[config.mk]
export PLATFORM = sky130hd
export DESIGN_NAME = prog_loader
export DESIGN_NICKNAME = d
export VERILOG_FILES = /design/src/rtl/loader_pkg.sv /design/src/rtl/word_assembler.sv /design/src/rtl/prog_loader.sv
export SDC_FILE = /design/constraint.sdc
export NUM_CORES = 1
export LEC_CHECK = 0
export BUFFER_PORTS_ARGS = -buffer_cell sky130_fd_sc_hd__buf_2
export CORE_UTILIZATION = 60
export CTS_BUF_LIST = sky130_fd_sc_hd__clkbuf_8
export DETAILED_ROUTE_END_ITERATION = 8
export GPL_TIMING_DRIVEN = 0
export PLACE_DENSITY_LB_ADDON = 0.15
export REMOVE_ABC_BUFFERS = 1
export SYNTH_ARGS = -nofsm -noshare
export SYNTH_HDL_FRONTEND = slang
export SYNTH_SLANG_ARGS = --single-unit
[constraint.sdc]
create_clock -name CLK -period 3 [get_ports CLK]
set_clock_uncertainty 0.1 [all_clocks]
set_input_delay 0.45 -clock CLK [delete_from_list [all_inputs] [get_ports CLK]]
set_output_delay 0.45 -clock CLK [all_outputs]
set_load 0.02 [all_outputs]
[src/rtl/loader_pkg.sv]
`default_nettype none
// ============================================================================
// Module   : loader_pkg
// Brief    : Shared state encoding and field widths for prog_loader.
//            The checksum states exist only when LOADER_CHECKSUM_EN is defined.
// Revision : 1.0
// ============================================================================
package loader_pkg;

    localparam int C_BYTE_W            = 8;
    localparam int C_WORD_W            = 16;
    localparam int C_DEFAULT_MAX_WORDS = 256;

    typedef enum logic [3:0] {
        ST_LEN_HI = 4'd0,
        ST_LEN_LO = 4'd1,
        ST_DAT_HI = 4'd2,
        ST_DAT_LO = 4'd3,
        ST_WRITE  = 4'd4,
        ST_DONE   = 4'd5,
        ST_ERR    = 4'd6
`ifdef LOADER_CHECKSUM_EN
        ,
        ST_CHK_HI = 4'd7,
        ST_CHK_LO = 4'd8
`endif
    } state_t;

endpackage
`default_nettype wire

[src/rtl/word_assembler.sv]
`default_nettype none
// ============================================================================
// Module   : word_assembler
// Brief    : Pairs consecutive accepted bytes (high first) into a 16-bit word;
//            o_word_valid pulses combinationally with the low byte.
// Revision : 1.0
// ============================================================================
module word_assembler
    import loader_pkg::*;
(
    input  logic                clk,
    input  logic                rst,
    input  logic                i_accept,
    input  logic [C_BYTE_W-1:0] i_byte,
    output logic [C_WORD_W-1:0] o_word,
    output logic                o_word_valid
);

    logic                r_lo_next;
    logic [C_BYTE_W-1:0] r_hi;

    always_ff @(posedge clk) begin
        if (rst) begin
            r_lo_next <= 1'b0;
            r_hi      <= '0;
        end else if (i_accept) begin
            r_lo_next <= ~r_lo_next;
            if (!r_lo_next) begin
                r_hi <= i_byte;
            end
        end
    end

    assign o_word       = {r_hi, i_byte};
    assign o_word_valid = i_accept & r_lo_next;

endmodule
`default_nettype wire

[src/rtl/prog_loader.sv]
`default_nettype none
// ============================================================================
// Module   : prog_loader
// Brief    : Serial-link program loader: length-prefixed word frame written
//            into CPU memory while the CPU is held. Optional trailing 16-bit
//            sum check enabled by LOADER_CHECKSUM_EN.
// Revision : 1.0
// ============================================================================
module prog_loader
    import loader_pkg::*;
#(
    parameter logic [15:0] BASE_ADDR = 16'h0000,
    parameter int          MAX_WORDS = C_DEFAULT_MAX_WORDS
) (
    input  logic        CLK,
    input  logic        reset,
    input  logic        rx_valid,
    input  logic [7:0]  rx_byte,
    output logic        rx_ready,
    output logic        mem_we,
    output logic [15:0] mem_addr,
    output logic [15:0] mem_wdata,
    output logic        cpu_hold,
    output logic        done,
    output logic        error
);

    localparam logic [16:0] C_MAX = 17'(MAX_WORDS);

    state_t      r_state;
    logic [15:0] r_idx;
    logic [15:0] r_count;
    logic        r_mem_we;
    logic [15:0] r_mem_addr;
    logic [15:0] r_mem_wdata;
    logic        r_cpu_hold;
    logic        r_done;
    logic        r_error;
`ifdef LOADER_CHECKSUM_EN
    logic [15:0] r_csum;
`endif

    logic        w_ready_state;
    logic        w_accept;
    logic        w_word_valid;
    logic [15:0] w_word;

    always_comb begin
        w_ready_state = 1'b0;
        case (r_state)
            ST_LEN_HI, ST_LEN_LO, ST_DAT_HI, ST_DAT_LO: w_ready_state = 1'b1;
`ifdef LOADER_CHECKSUM_EN
            ST_CHK_HI, ST_CHK_LO:                       w_ready_state = 1'b1;
`endif
            default:                                    w_ready_state = 1'b0;
        endcase
    end

    // Masked by reset so no byte can be consumed while the loader is being cleared.
    assign rx_ready = w_ready_state & ~reset;
    assign w_accept = rx_valid & rx_ready;

    word_assembler u_word_assembler (
        .clk          (CLK),
        .rst          (reset),
        .i_accept     (w_accept),
        .i_byte       (rx_byte),
        .o_word       (w_word),
        .o_word_valid (w_word_valid)
    );

    always_ff @(posedge CLK) begin
        if (reset) begin
            r_state     <= ST_LEN_HI;
            r_idx       <= '0;
            r_count     <= '0;
            r_mem_we    <= 1'b0;
            r_mem_addr  <= '0;
            r_mem_wdata <= '0;
            r_cpu_hold  <= 1'b1;
            r_done      <= 1'b0;
            r_error     <= 1'b0;
`ifdef LOADER_CHECKSUM_EN
            r_csum      <= '0;
`endif
        end else begin
            r_mem_we <= 1'b0;
            case (r_state)
                ST_LEN_HI: if (w_accept) r_state <= ST_LEN_LO;
                ST_LEN_LO: if (w_word_valid) begin
                    r_count <= w_word;
                    if ({1'b0, w_word} > C_MAX) begin
                        r_state <= ST_ERR;
                        r_error <= 1'b1;
                    end else if (w_word == 16'd0) begin
`ifdef LOADER_CHECKSUM_EN
                        r_state    <= ST_CHK_HI;
`else
                        r_state    <= ST_DONE;
                        r_done     <= 1'b1;
                        r_cpu_hold <= 1'b0;
`endif
                    end else begin
                        r_state <= ST_DAT_HI;
                    end
                end
                ST_DAT_HI: if (w_accept) r_state <= ST_DAT_LO;
                ST_DAT_LO: if (w_word_valid) begin
                    r_state     <= ST_WRITE;
                    r_mem_we    <= 1'b1;
                    r_mem_addr  <= BASE_ADDR + r_idx;
                    r_mem_wdata <= w_word;
`ifdef LOADER_CHECKSUM_EN
                    r_csum      <= r_csum + w_word;
`endif
                end
                ST_WRITE: begin
                    r_idx <= r_idx + 16'd1;
                    if (r_idx + 16'd1 == r_count) begin
`ifdef LOADER_CHECKSUM_EN
                        r_state    <= ST_CHK_HI;
`else
                        r_state    <= ST_DONE;
                        r_done     <= 1'b1;
                        r_cpu_hold <= 1'b0;
`endif
                    end else begin
                        r_state <= ST_DAT_HI;
                    end
                end
`ifdef LOADER_CHECKSUM_EN
                ST_CHK_HI: if (w_accept) r_state <= ST_CHK_LO;
                ST_CHK_LO: if (w_word_valid) begin
                    if (w_word == r_csum) begin
                        r_state    <= ST_DONE;
                        r_done     <= 1'b1;
                        r_cpu_hold <= 1'b0;
                    end else begin
                        r_state <= ST_ERR;
                        r_error <= 1'b1;
                    end
                end
`endif
                default: r_state <= r_state;
            endcase
        end
    end

    assign mem_we    = r_mem_we;
    assign mem_addr  = r_mem_addr;
    assign mem_wdata = r_mem_wdata;
    assign cpu_hold  = r_cpu_hold;
    assign done      = r_done;
    assign error     = r_error;

endmodule
`default_nettype wire

## Word level (Yosys, flattened, before mapping)

Index checks and enable logic that the tools add are counted.

| operators by class | value |
|---|---|
| $add $sub $neg | 1 |
| magnitude comparators | 1 |
| equality and inequality tests | 12 |
| multiplexer cells | 20 |
| bitwise logic cells | 6 |
| reduce and logical (&&, ||, !) cells | 12 |

Operator list:

| cell | count |
|---|---|
| case mux 4 bit (5 select lines) | 1 |
| adder 16 x 1 -> 16 bit (second input constant) | 1 |
| equality test 16 bit | 1 |
| > comparator 16 x 9 -> 1 bit (second input constant) | 1 |
| logical NOT 16 bit | 1 |
| 2-to-1 mux 4 bit | 4 |
| 2-to-1 mux 1 bit | 10 |
| AND reduction 5 bit | 2 |
| 2-to-1 mux 3 bit | 3 |
| equality test 4 x 2 -> 1 bit (second input constant) | 2 |
| inequality test 2 x 1 -> 1 bit (second input constant) | 4 |
| inequality test 2 bit (second input constant) | 3 |
| AND reduction 2 bit | 3 |
| nonzero test 5 bit | 1 |
| equality test 4 x 1 -> 1 bit (second input constant) | 1 |
| equality test 4 x 3 -> 1 bit (second input constant) | 1 |
| logical NOT 4 bit | 1 |
| case mux 1 bit (2 select lines) | 2 |
| OR reduction 4 bit | 1 |
| AND 1 bit | 3 |
| inverter 1 bit | 3 |
| AND reduction 3 bit | 1 |
| nonzero test 2 bit | 1 |
| OR reduction 2 bit | 1 |

| word-level totals | value |
|---|---|
| flip-flop bits (word level) | 81 |
| input bits | 11 |
| output and inout bits | 37 |

## Depth between registers and ports, before layout

Gate-level depths: netlist of the first run.

| depth | value |
|---|---|
| word-level depth | 8 |
| mapped depth | 8 |

## By module

From an unflattened synthesis of the first run, not the netlist that was laid out.

| second synthesis, totals | value |
|---|---|
| cell total of the unflattened synthesis | 460 |
| area total of the unflattened synthesis | 3814.9 µm² |

By module, submodules not included:

| module | instances | cells an instance | area an instance (µm²) | sequential area each (µm²) |
|---|---|---|---|---|
| prog_loader | 1 | 412 | 3310.7 | 1421.4 |
| word_assembler | 1 | 48 | 504.2 | 180.2 |

## Worst setup path before layout of the first run

No wires, ideal clock.

| path | value |
|---|---|
| kind | reg-to-reg |
| from | register r_idx[0] |
| to | register r_cpu_hold (netlist: cpu_hold) |
| data arrival time | 1924 ps |
| required time | 2780 ps |
| path slack | 857 ps |
| cell stages (with the launch flop) | 8 |
| clock period less this slack | 2143 ps |
| cell sequence | dfxtp_1 > ha_1 > nand3_4 > and2_4 > or3_1 > a311oi_1 > nand4_2 > o31a_1 |

| between the ends | value |
|---|---|
| word-level cells in the longest chain between the ends | 4 |

Ends and longest elaborated chain:

| item | RTL line | text |
|---|---|---|
| start, declared | prog_loader.sv:31 | `logic [15:0] r_idx;` |
| start signal, assigned | prog_loader.sv:118 | `r_idx <= r_idx + 16'd1;` |
| adder 16 x 1 -> 16 bit | prog_loader.sv:119 | `if (r_idx + 16'd1 == r_count) begin` |
| equality test 16 bit | prog_loader.sv:119 |  |
| inequality test 2 bit (no source line) | - |  |
| AND reduction 5 bit (no source line) | - |  |
| end signal, assigned | prog_loader.sv:80 | `r_cpu_hold <= 1'b1;` |
| end signal, assigned | prog_loader.sv:101 | `r_cpu_hold <= 1'b0;` |
| end signal, assigned | prog_loader.sv:125 | `r_cpu_hold <= 1'b0;` |
| end, declared | prog_loader.sv:36 | `logic r_cpu_hold;` |

Every way passes these cells.
A chain may end at the register's enable or synchronous reset.

## Final worst setup path of the first run

Same ends and word-level chain as after synthesis.

==> results of run 1 <==
-- power breakdown --
| part | switching [W] | internal [W] | total [W] |
|---|---|---|---|
| clock network | 0.000419 | 0.000307 | 0.000726 |
| registers | 0.0000145 | 0.00107 | 0.00109 |
| logic | 0.0000544 | 0.0000306 | 0.0000850 |
-- cells in the mapped netlist, types with 2 or more instances --
master and count:
buf_4 3, buf_2 6, clkbuf_1 13, nand4_4 2, a21boi_0 2, nor2b_1 4
buf_6 5, o31ai_1 4, nor2_1 38, or3_1 6, nand3_4 2, o21ai_0 7
nand4_1 4, nand3_1 7, mux2i_1 16, o211ai_1 2, xor2_1 8, dfxtp_1 80
and2_1 2, nand2_1 92, nor4_1 7, inv_1 8, xnor2_1 26, nor3_1 11
a21oi_1 50, clkbuf_8 4, a21o_1 2
-- layout make-up --
type	instances	area, µm²
Clock inverter	7	53.8
Sequential cell	80	1600
Timing Repair inverter	1	7.51
Tap cell	75	93.8
Inverter	8	33.8
Timing Repair Buffer	47	241
Clock buffer	9	124
Fill cell	519	1940
Multi-Input combinational cell	321	1900
-- cells by family (layout without fill, tap and decap cells) --
family                     count (synthesis)  in the layout  share of synthesized area [%]
AOI/OAI and AO/OA                         81             81                           13.1
xor gates and xnor gates                  34             34                           7.94
adders and majority gates                  1              1                          0.334
buffers and inverters                     41             72                           6.71
DFF                                       80             80                           42.7
muxes                                     16             16                           4.27
and+or+nand+nor                          189            189                           24.9
-- through the flow --
step / util (%) / TNS [ns] / std cells / hold slack (ns) / setup slack, ns
3_3_place_gp: 64.4 / -45.11 / 531 / 0.339 / -1.25
2_1_floorplan: - / 0 / 409 / 0.351 / 0.533
6_report: 67.7 / 0 / 548 / 0.268 / 0.316
4_1_cts: 67.4 / -0.00201 / 547 / 0.258 / -0.00201
3_5_place_dp: 64.4 / -47.60 / 531 / 0.344 / -1.33
5_1_grt: 67.7 / 0 / 548 / 0.274 / 0.0972
-- sequential cells by signal, indices dropped and copies added, names as in the netlist --
name and count:
mem_addr 16, mem_wdata 16, r_count 16, r_idx 16, u_word_assembler.r_hi 8, r_state 3, cpu_hold 1, done 1
error 1, mem_we 1, u_word_assembler.r_lo_next 1
-- worst max-delay path by stage --
| stage | startpoint | endpoint | slack [ns] | cells after the start |
|---|---|---|---|---|
| finish | r_idx[0] | cpu_hold | 0.32 | 7 |
| CTS | reset | mem_wdata[10] | -0.002 | 7 |
| global placement | reset | mem_wdata[13] | -1.25 | 7 |
| detailed placement | reset | mem_wdata[10] | -1.33 | 7 |
| global route | r_idx[0] | cpu_hold | 0.1 | 7 |
| floorplan | reset | mem_addr[0] | 0.53 | 6 |
-- what timing repair did --
action,CTS,global route
hold buffers,0,0
cloned,0,1
gates resized for setup,2,3
setup endpoints to repair,33,33
-- worst max-delay path: stages (launching register included) --
cell      delay, ns
dfxtp_1        0.57
ha_1           0.35
nand3_4        0.16
and2_4         0.22
or3_1          0.35
a311oi_1       0.31
nand4_2        0.23
o31a_1         0.29
-- per-layer routing --
layer / up-vias / track usage, %
met2: 69 / 38.8
met4: 0 / 8.93
li1: 1555 / -
met3: 11 / 5.96
met1: 1430 / 33.2
met5: - / 0
==> run_results.csv, run 1 <==
group,metric,value,unit
finish,final_cell_mix,"nand2_1 (91), dfxtp_1 (80), a21oi_1 (50)",
floorplanning,rows,28,
detailed_routing,dr_wl_met2,3.45,mm
grt,grt_pass1_wl,12.7,mm
clock_network,cts.sinks,80,
detailed_routing,drt_first_pass_iters,4,
clock_network,cts_tree,"done",
critical_path,r2r_end,"cpu_hold",
synthesis,synth_area,3750,µm²
detailed_routing,viasPerCell,5.59,
floorplanning,die_area,6570,µm²
sta,finalSetupViolCount,0,
sta,rsz0062_at_grt,"no",
critical_path,cp_max_fo,10,
sta,finalHoldViolCount,0,
grt,globalRouteOverflowTotal,0,
run_status,status,"finished, final reports clean",
floorplanning,fp.dieW,81.1,µm
detailed_routing,dr.max_layer_used,"met4",
clock_network,post_cts_buffers,0,
critical_path,rr_startpoint,"r_idx[0]",
place,place_area,3860,µm²
detailed_routing,wirelength,7.51,mm
finish,diodes,0,
place,gp_congestion,0.897,
hold_path,whs_path_depth,3,
finish,drive_gt1_share,16.7,%
finish,area.growth.synth_to_final,8.14,%
critical_path,crit_arrival,2.84,ns
grt,grt_max_degree,83,
pwr,power.leakage,1.45,nW
floorplanning,start_util,62.6,%
detailed_routing,wl_per_cell,13.7,µm
grt,antenna_found_initial,0,
sta,fmax,373,MHz
pwr,vdd_drop_max,0.000383,V
clock_network,root_buffer,"clkbuf_8",
clock_network,clk_latency,0.36,ns
detailed_routing,met1Wirelength,3.63,mm
hold_path,whs_endpoint,"u_word_assembler.r_hi[0]",
finish,final_common_cell,"nand2_1",
critical_path,rrSetupSlack,0.32,ns
detailed_routing,drtAntennaViolNets,0,
finish,final_nets,480,
synthesis,yosysUniqueCellTypes,58,
detailed_routing,drc_errors,0,
pwr,power,0.00190,W
clock_network,ctsHtreeMaxLevel,3,
grt,track_usage,24.8,%
synthesis,synth_edf_count,0,
synthesis,yosys.area.top_type_share,42.7,%
flow_run,drv_cap,0,
critical_path,cp-start-kind,"flip-flop",
detailed_routing,num_vias,3065,
synthesis,syn_inst,442,
hold_path,min_path_type,"in2reg",
finish,final_area,4060,µm²
synthesis,synthTopCellsByArea,"dfxtp_1 (43%), nand2_1 (9.2%), a21oi_1 (6.7%)",
synthesis,seq_area_frac_synth,42.7,%
detailed_routing,drt_iter0_markers,171,
floorplanning,io_pins,48,
sta,slew_headroom,33.5,%
pwr,power.density,468,nW/µm²
synthesis,synth_area_leader_cell,"dfxtp_1",
place,dpl.hpwl,4.96,mm
floorplanning,coreArea,5990,µm²
sta,drv_slew,0,
sta,tightestPinTransition,0.998,ns
critical_path,worst_ep_required_time,3.16,ns
place,portBuffers,47,
clock_network,clk_pin_slew_worst_paths,0.09,ns
synthesis,synth_flop_cell,"dfxtp_1",
synthesis,avgSynthCellArea,8.48,µm²
critical_path,crit_type,"reg2reg",
clock_network,cts_buffer_depth,2,
sta,period_share,89.5,%
hold_path,holdCritStartpoint,"rx_byte[0]",
clock_network,cts_buffers,9,
synthesis,synthArstFlopShare,0,%
floorplanning,chipHeight,81.1,µm
sta,layout_min_cycle_time,2.68,ns
synthesis,ys_ff_latch,80,
grt,grt_pass1_vias,2736,
critical_path,critPathCaptureType,"flip-flop",
critical_path,worstRegToRegCells,7,
synthesis,synth_warnings,0,
detailed_routing,dr_wl_met3,301,µm
Power figures use the tool's default switching activity.
==> run 2, diff against run 1 <==
--- a/config.mk
+++ b/config.mk
@@ -10,7 +10,7 @@
 export CTS_BUF_LIST = sky130_fd_sc_hd__clkbuf_8
 export DETAILED_ROUTE_END_ITERATION = 8
 export GPL_TIMING_DRIVEN = 0
-export PLACE_DENSITY_LB_ADDON = 0.15
+export PLACE_DENSITY = 0.85
 export REMOVE_ABC_BUFFERS = 1
 export SYNTH_ARGS = -nofsm -noshare
 export SYNTH_HDL_FRONTEND = slang
==> run 2 against run 1 <==
  * First-iteration DRC count increased by 24%
  * Sequential share of layout area fell by 0.25 points
  * Final cell count unchanged
  * Flip-flop and latch count unchanged
  * Wire length increased by 3.3%
  * Register-to-register slack gained 0.02 ns
  * Largest power group unchanged
==> run_results.csv, run 2 (synthesized netlist as in run 1, its figures left out) <==
group,metric,value,unit
critical_path,cp_max_fo,10,
sta,finalSetupViolCount,0,
critical_path,crit_type,"reg2reg",
finish,diodes,0,
place,gp_congestion,0.868,
place,place_inst,531,
critical_path,crit_family,"simple AND/OR/NAND/NOR gates",
floorplanning,rows,28,
clock_network,clk_latency,0.36,ns
hold_path,holdCritStartpoint,"rx_byte[7]",
floorplanning,start_util,62.6,%
sta,hold-worst-slack,0.267,ns
critical_path,r2r_end,"cpu_hold",
place,portBuffers,47,
critical_path,cp-start-kind,"flip-flop",
clock_network,cts_buffer_depth,2,
finish,final_nets,480,
finish,drive_gt1_share,16.7,%
detailed_routing,wl_per_cell,14.2,µm
clock_network,cts_tree,"done",
floorplanning,coreArea,5990,µm²
grt,grt_max_degree,83,
detailed_routing,num_vias,3144,
sta,rsz0062_at_grt,"no",
grt,track_usage,25.4,%
critical_path,worstRegToRegCells,7,
critical_path,critPathCaptureType,"flip-flop",
hold_path,whs_endpoint,"u_word_assembler.r_hi[7]",
finish,area.growth.synth_to_final,8.84,%
floorplanning,die_area,6570,µm²
finish,final_cell_mix,"nand2_1 (91), dfxtp_1 (80), a21oi_1 (50)",
place,dpl.hpwl,5.06,mm
pwr,p_int,0.00149,W
detailed_routing,wirelength,7.76,mm
grt,grt_pass1_vias,2763,
finish,fillers,484,
detailed_routing,drtAntennaViolNets,0,
pwr,power.density,484,nW/µm²
critical_path,crit_buf_inv,0,
critical_path,path_cells,"ha_1 > nand3_4 > and2_4 > or3_1 > a311oi_1 > nand4_2 > o31a_1",
floorplanning,fp.dieW,81.1,µm
critical_path,rr_startpoint,"r_idx[0]",
floorplanning,io_pins,48,
sta,period_share,88.7,%
run_status,status,"finished, final reports clean",
sta,tightestPinTransition,0.992,ns
sta,tns,0,ns
sta,setup_ws,0.339,ns
grt,grt_pass1_wl,12.8,mm
clock_network,cts_hold_buf,0,
pwr,power_frac_comb,4.4,%
sta,fmax,376,MHz
floorplanning,chipHeight,81.1,µm
detailed_routing,viasPerCell,5.74,
sta,drv_slew,0,
critical_path,worst_ep_required_time,3.15,ns
critical_path,crit_arrival,2.81,ns
pwr,vdd_drop_max,0.000375,V
finish,fin_cells,548,
detailed_routing,drt_first_pass_iters,5,
grt,globalRouteOverflowTotal,0,
critical_path,rrSetupSlack,0.34,ns
detailed_routing,drc_errors,0,
finish,final_common_cell,"nand2_1",
pwr,p_switching,0.000482,W
clock_network,ctsHtreeMaxLevel,3,
sta,slew_headroom,33.8,%
grt,antenna_found_initial,0,
critical_path,cpPeakStageDelay,0.56,ns
flow_run,drv_cap,0,
critical_path,slowest_stage,"dfxtp_1",
place,post-place-ws,-1.26,ns
pwr,power.leakage,1.46,nW
hold_path,min_path_type,"in2reg",
sta,layout_min_cycle_time,2.66,ns
clock_network,cts.sinks,80,
pwr,p_seq_share,55.0,%
clock_network,clk_pin_slew_worst_paths,0.08,ns
hold_path,whs_path_depth,3,
detailed_routing,drt_iter0_markers,212,
pwr,switching_share,24.4,%
sta,finalHoldViolCount,0,
clock_network,root_buffer,"clkbuf_8",
pwr,p_clk_share,40.6,%
clock_network,cts_buffers,9,
run 2: changes by cell type in the layout (fill, tap and decap cells not counted), sizes merged:
cell,delta
clkinv,+2
bufinv,+1
inv,-2
clkinvlp,-1
run 2: layer usage:
metal,vias up,global-route usage (%),share of wire [%]
met1,1478,33.0,46
met3,17,4.83,5.1
li1,1554,-,-
met2,95,40.2,47
met4,0,12.5,2.4
met5,-,0,0
run 2: worst max-delay path by stage:
| stage | cells past startpoint | endpoint | slack (ns) | start |
|---|---|---|---|---|
| after floorplan | 6 | mem_addr[0] | 0.53 | reset |
| after global placement | 7 | mem_wdata[8] | -1.22 | reset |
| after detailed placement | 7 | mem_wdata[2] | -1.26 | reset |
| after CTS | 7 | mem_wdata[2] | 0.05 | reset |
| after global routing | 7 | mem_addr[10] | 0.11 | reset |
| final | 7 | cpu_hold | 0.34 | r_idx[0] |
run 2: tightest hold or removal path, stage by stage:
cell	delay (ns)
buf_2	0.12
nand2_1	0.05
a21oi_1	0.05
run 2: cell type report:
cell class              instances  area, µm²  share of cell area [%]
multi-input cells             321       1900                    46.5
flip-flops and latches         80       1600                    39.2
repair buffers                 47        241                    5.92
clock buffers                   9        124                    3.03
well taps                      75       93.8                    2.30
clock inverters                 7       80.1                    1.96
inverters                       8       33.8                   0.828
repair inverters                1       7.51                   0.184
run 2: power groups by stage:
stage | sequential, W | combinational [W] | clock, W
2_1_floorplan | 0.00111 | 0.0000463 | 0
3_3_place_gp | 0.00111 | 0.0000823 | 0
3_5_place_dp | 0.00111 | 0.0000839 | 0
4_1_cts | 0.00109 | 0.0000855 | 0.000817
5_1_grt | 0.00109 | 0.0000967 | 0.000854
6_report | 0.00109 | 0.0000867 | 0.000803
run 2: timing repair:
action / CTS / global route
cloned: 0 / 1
endpoints found under the setup margin: 33 / 33
resized for setup: 2 / 3
setup buffers: 0 / 0
endpoints found under the hold margin: 0 / 0
run 2: through the flow:
step	power, W	utilization (%)	instance area (µm²)
floorplan	0.00115	-	3530
global placement	0.00119	64.4	3860
detailed placement	0.00119	64.4	3860
CTS	0.00199	67.9	4070
global route	0.00204	68.1	4080
finish	0.00197	68.1	4080
==> run 3, diff against run 2 <==
--- a/config.mk
+++ b/config.mk
@@ -9,8 +9,8 @@
 export CORE_UTILIZATION = 60
 export CTS_BUF_LIST = sky130_fd_sc_hd__clkbuf_8
 export DETAILED_ROUTE_END_ITERATION = 8
-export GPL_TIMING_DRIVEN = 0
 export PLACE_DENSITY = 0.85
+export RECOVER_POWER = 25
 export REMOVE_ABC_BUFFERS = 1
 export SYNTH_ARGS = -nofsm -noshare
 export SYNTH_HDL_FRONTEND = slang
==> run 3 against run 2 <==
  * The run now ends with max-capacitance violations, max-slew violations left
  * Wire length decreased by 1.5%
  * Total power decreased by 1.0%
  * Design area decreased by 0.55%
  * Global-route usage decreased by 0.56 points
  * Via count decreased by 1.8%
  * Critical path depth unchanged
  * First-iteration DRC count increased by 5.7%
  * Clock power decreased by 2.5%
  * Non-clock buffer count increased by 4
==> run_results.csv, run 3 (synthesized netlist as in run 1, its figures left out) <==
group,metric,value,unit
floorplanning,fp.dieW,81.1,µm
pwr,p_seq_share,55.5,%
detailed_routing,drc_errors,0,
critical_path,rr_startpoint,"r_idx[0]",
critical_path,startpoint,"r_idx[0]",
grt,globalRouteOverflowTotal,0,
sta,tns,0,ns
finish,diodes,0,
finish,drive_gt1_share,10.9,%
detailed_routing,drt_iter0_markers,224,
finish,final_nets,483,
grt,grt_pass1_vias,2675,
sta,slew_headroom,-3.73,%
pwr,power.leakage,1.36,nW
critical_path,crit_type,"reg2reg",
pwr,switching_share,24.1,%
sta,fmax,380,MHz
pwr,power,0.00195,W
place,portBuffers,47,
grt,track_usage,24.8,%
grt,top_usage_layer,"met2",
clock_network,clk_pin_slew_worst_paths,0.09,ns
floorplanning,io_pins,48,
grt,use_met1,33.1,%
detailed_routing,wl_per_cell,13.9,µm
detailed_routing,drtAntennaViolNets,0,
critical_path,cp-start-kind,"flip-flop",
sta,setup_ws,0.369,ns
clock_network,root_buffer,"clkbuf_8",
grt,grt_max_degree,82,
pwr,vdd_drop_max,0.000329,V
critical_path,critPathCaptureType,"flip-flop",
pwr,power.density,482,nW/µm²
run_status,violations,"max-capacitance violations, max-slew violations",
finish,fillers,495,
grt,met3_usage,3.82,%
flow_run,drv_cap,1,
clock_network,post_cts_buffers,0,
floorplanning,rows,28,
detailed_routing,drt_first_pass_iters,4,
detailed_routing,num_vias,3086,
clock_network,cts_hold_buf,0,
place,place_area,3900,µm²
pwr,power_frac_comb,4.4,%
clock_network,ctsHtreeMaxLevel,3,
finish,final_common_cell,"nand2_1",
detailed_routing,wirelength,7.64,mm
finish,multiInputGateArea,1900,µm²
floorplanning,start_util,62.6,%
sta,rsz0062_at_grt,"no",
place,post-place-ws,0.409,ns
grt,antenna_found_initial,0,
critical_path,cp_max_fo,10,
sta,period_share,87.7,%
clock_network,cts_tree,"done",
detailed_routing,viasPerCell,5.60,
critical_path,r2r_end,"cpu_hold",
pwr,p_switching,0.000471,W
sta,drv_slew,82,
finish,area.growth.synth_to_final,8.24,%
place,gp_congestion,0.893,
finish,final_area,4060,µm²
clock_network,clk_latency,0.35,ns
grt,use_met2,39.2,%
sta,finalSetupViolCount,0,
critical_path,crit_end,"cpu_hold",
floorplanning,chipHeight,81.1,µm
finish,final_cell_mix,"nand2_1 (92), dfxtp_1 (80), a21oi_1 (50)",
critical_path,worst_ep_required_time,3.14,ns
place,dpl.hpwl,5.18,mm
clock_network,cts_resized,0,
sta,layout_min_cycle_time,2.63,ns
pwr,p_int,0.00148,W
floorplanning,coreArea,5990,µm²
critical_path,rrSetupSlack,0.37,ns
floorplanning,die_area,6570,µm²
critical_path,worstRegToRegCells,7,
sta,finalHoldViolCount,0,
clock_network,cts_buffers,9,
hold_path,min_path_type,"in2reg",
run_status,status,"finished with violations",
clock_network,cts.sinks,80,
critical_path,crit_arrival,2.77,ns
clock_network,cts_buffer_depth,2,
grt,grt_pass1_wl,12.6,mm
finish,regArea,1600,µm²
sta,tightestPinTransition,1.56,ns
pwr,p_clk_share,40.1,%
[run 3: cell types whose count changed in the layout (fill, tap and decap cells not counted), sizes merged]
cell / before / now
clkinv: 3 / 1
clkbuf: 9 / 38
buf: 47 / 22
clkinvlp: 4 / 5
[run 3: how the worst min path moves through the flow]
stage	from	end	slack, ns	cells past startpoint
finish	rx_byte[0]	u_word_assembler.r_hi[0]	0.28	3
global route	rx_byte[4]	u_word_assembler.r_hi[4]	0.29	3
CTS	rx_byte[0]	u_word_assembler.r_hi[0]	0.27	3
detailed placement	mem_addr[4]	mem_addr[4]	0.35	2
global placement	mem_addr[10]	mem_addr[10]	0.34	2
floorplan	u_word_assembler.r_hi[5]	mem_wdata[13]	0.35	2
[run 3: worst max-delay path, cell delays in order, from the launching register on]
cell      delay (ns)
dfxtp_1         0.56
ha_1            0.34
nand3_4         0.16
and2_4          0.21
or3_1           0.33
a311oi_1        0.31
nand4_2         0.22
o31a_1          0.29
[run 3: per-stage QoR]
step	instances	utilization (%)	hold WS [ns]
final	551	67.8	0.277
after floorplan	409	-	0.351
after global routing	551	67.8	0.286
after global placement	535	65.1	0.339
after detailed placement	535	65.1	0.345
after CTS	551	68.4	0.266
[run 3: area by class of cell]
| class | instances | share of cell area, % |
|---|---|---|
| Multi-Input combinational cell | 321 | 46.7 |
| Sequential cell | 80 | 39.5 |
| Clock inverter | 7 | 1.79 |
| Timing Repair Buffer | 51 | 5.92 |
| Tap cell | 75 | 2.31 |
| Clock buffer | 9 | 3.05 |
| Inverter | 8 | 0.740 |
[run 3: power by group through the flow]
stage,Clock (W),Combinational (W),Sequential [W]
3_3_place_gp,0,0.0000841,0.00111
2_1_floorplan,0,0.0000463,0.00111
6_report,0.000783,0.0000861,0.00109
5_1_grt,0.000842,0.0000947,0.00109
3_5_place_dp,0,0.0000855,0.00111
4_1_cts,0.000790,0.0000862,0.00108
[run 3: layer usage]
metal / vias up / wire length (µm)
li1: 1556 / -
met1: 1445 / 3630
met2: 74 / 3600
met3: 11 / 276
met4: 0 / 132
met5: - / 0
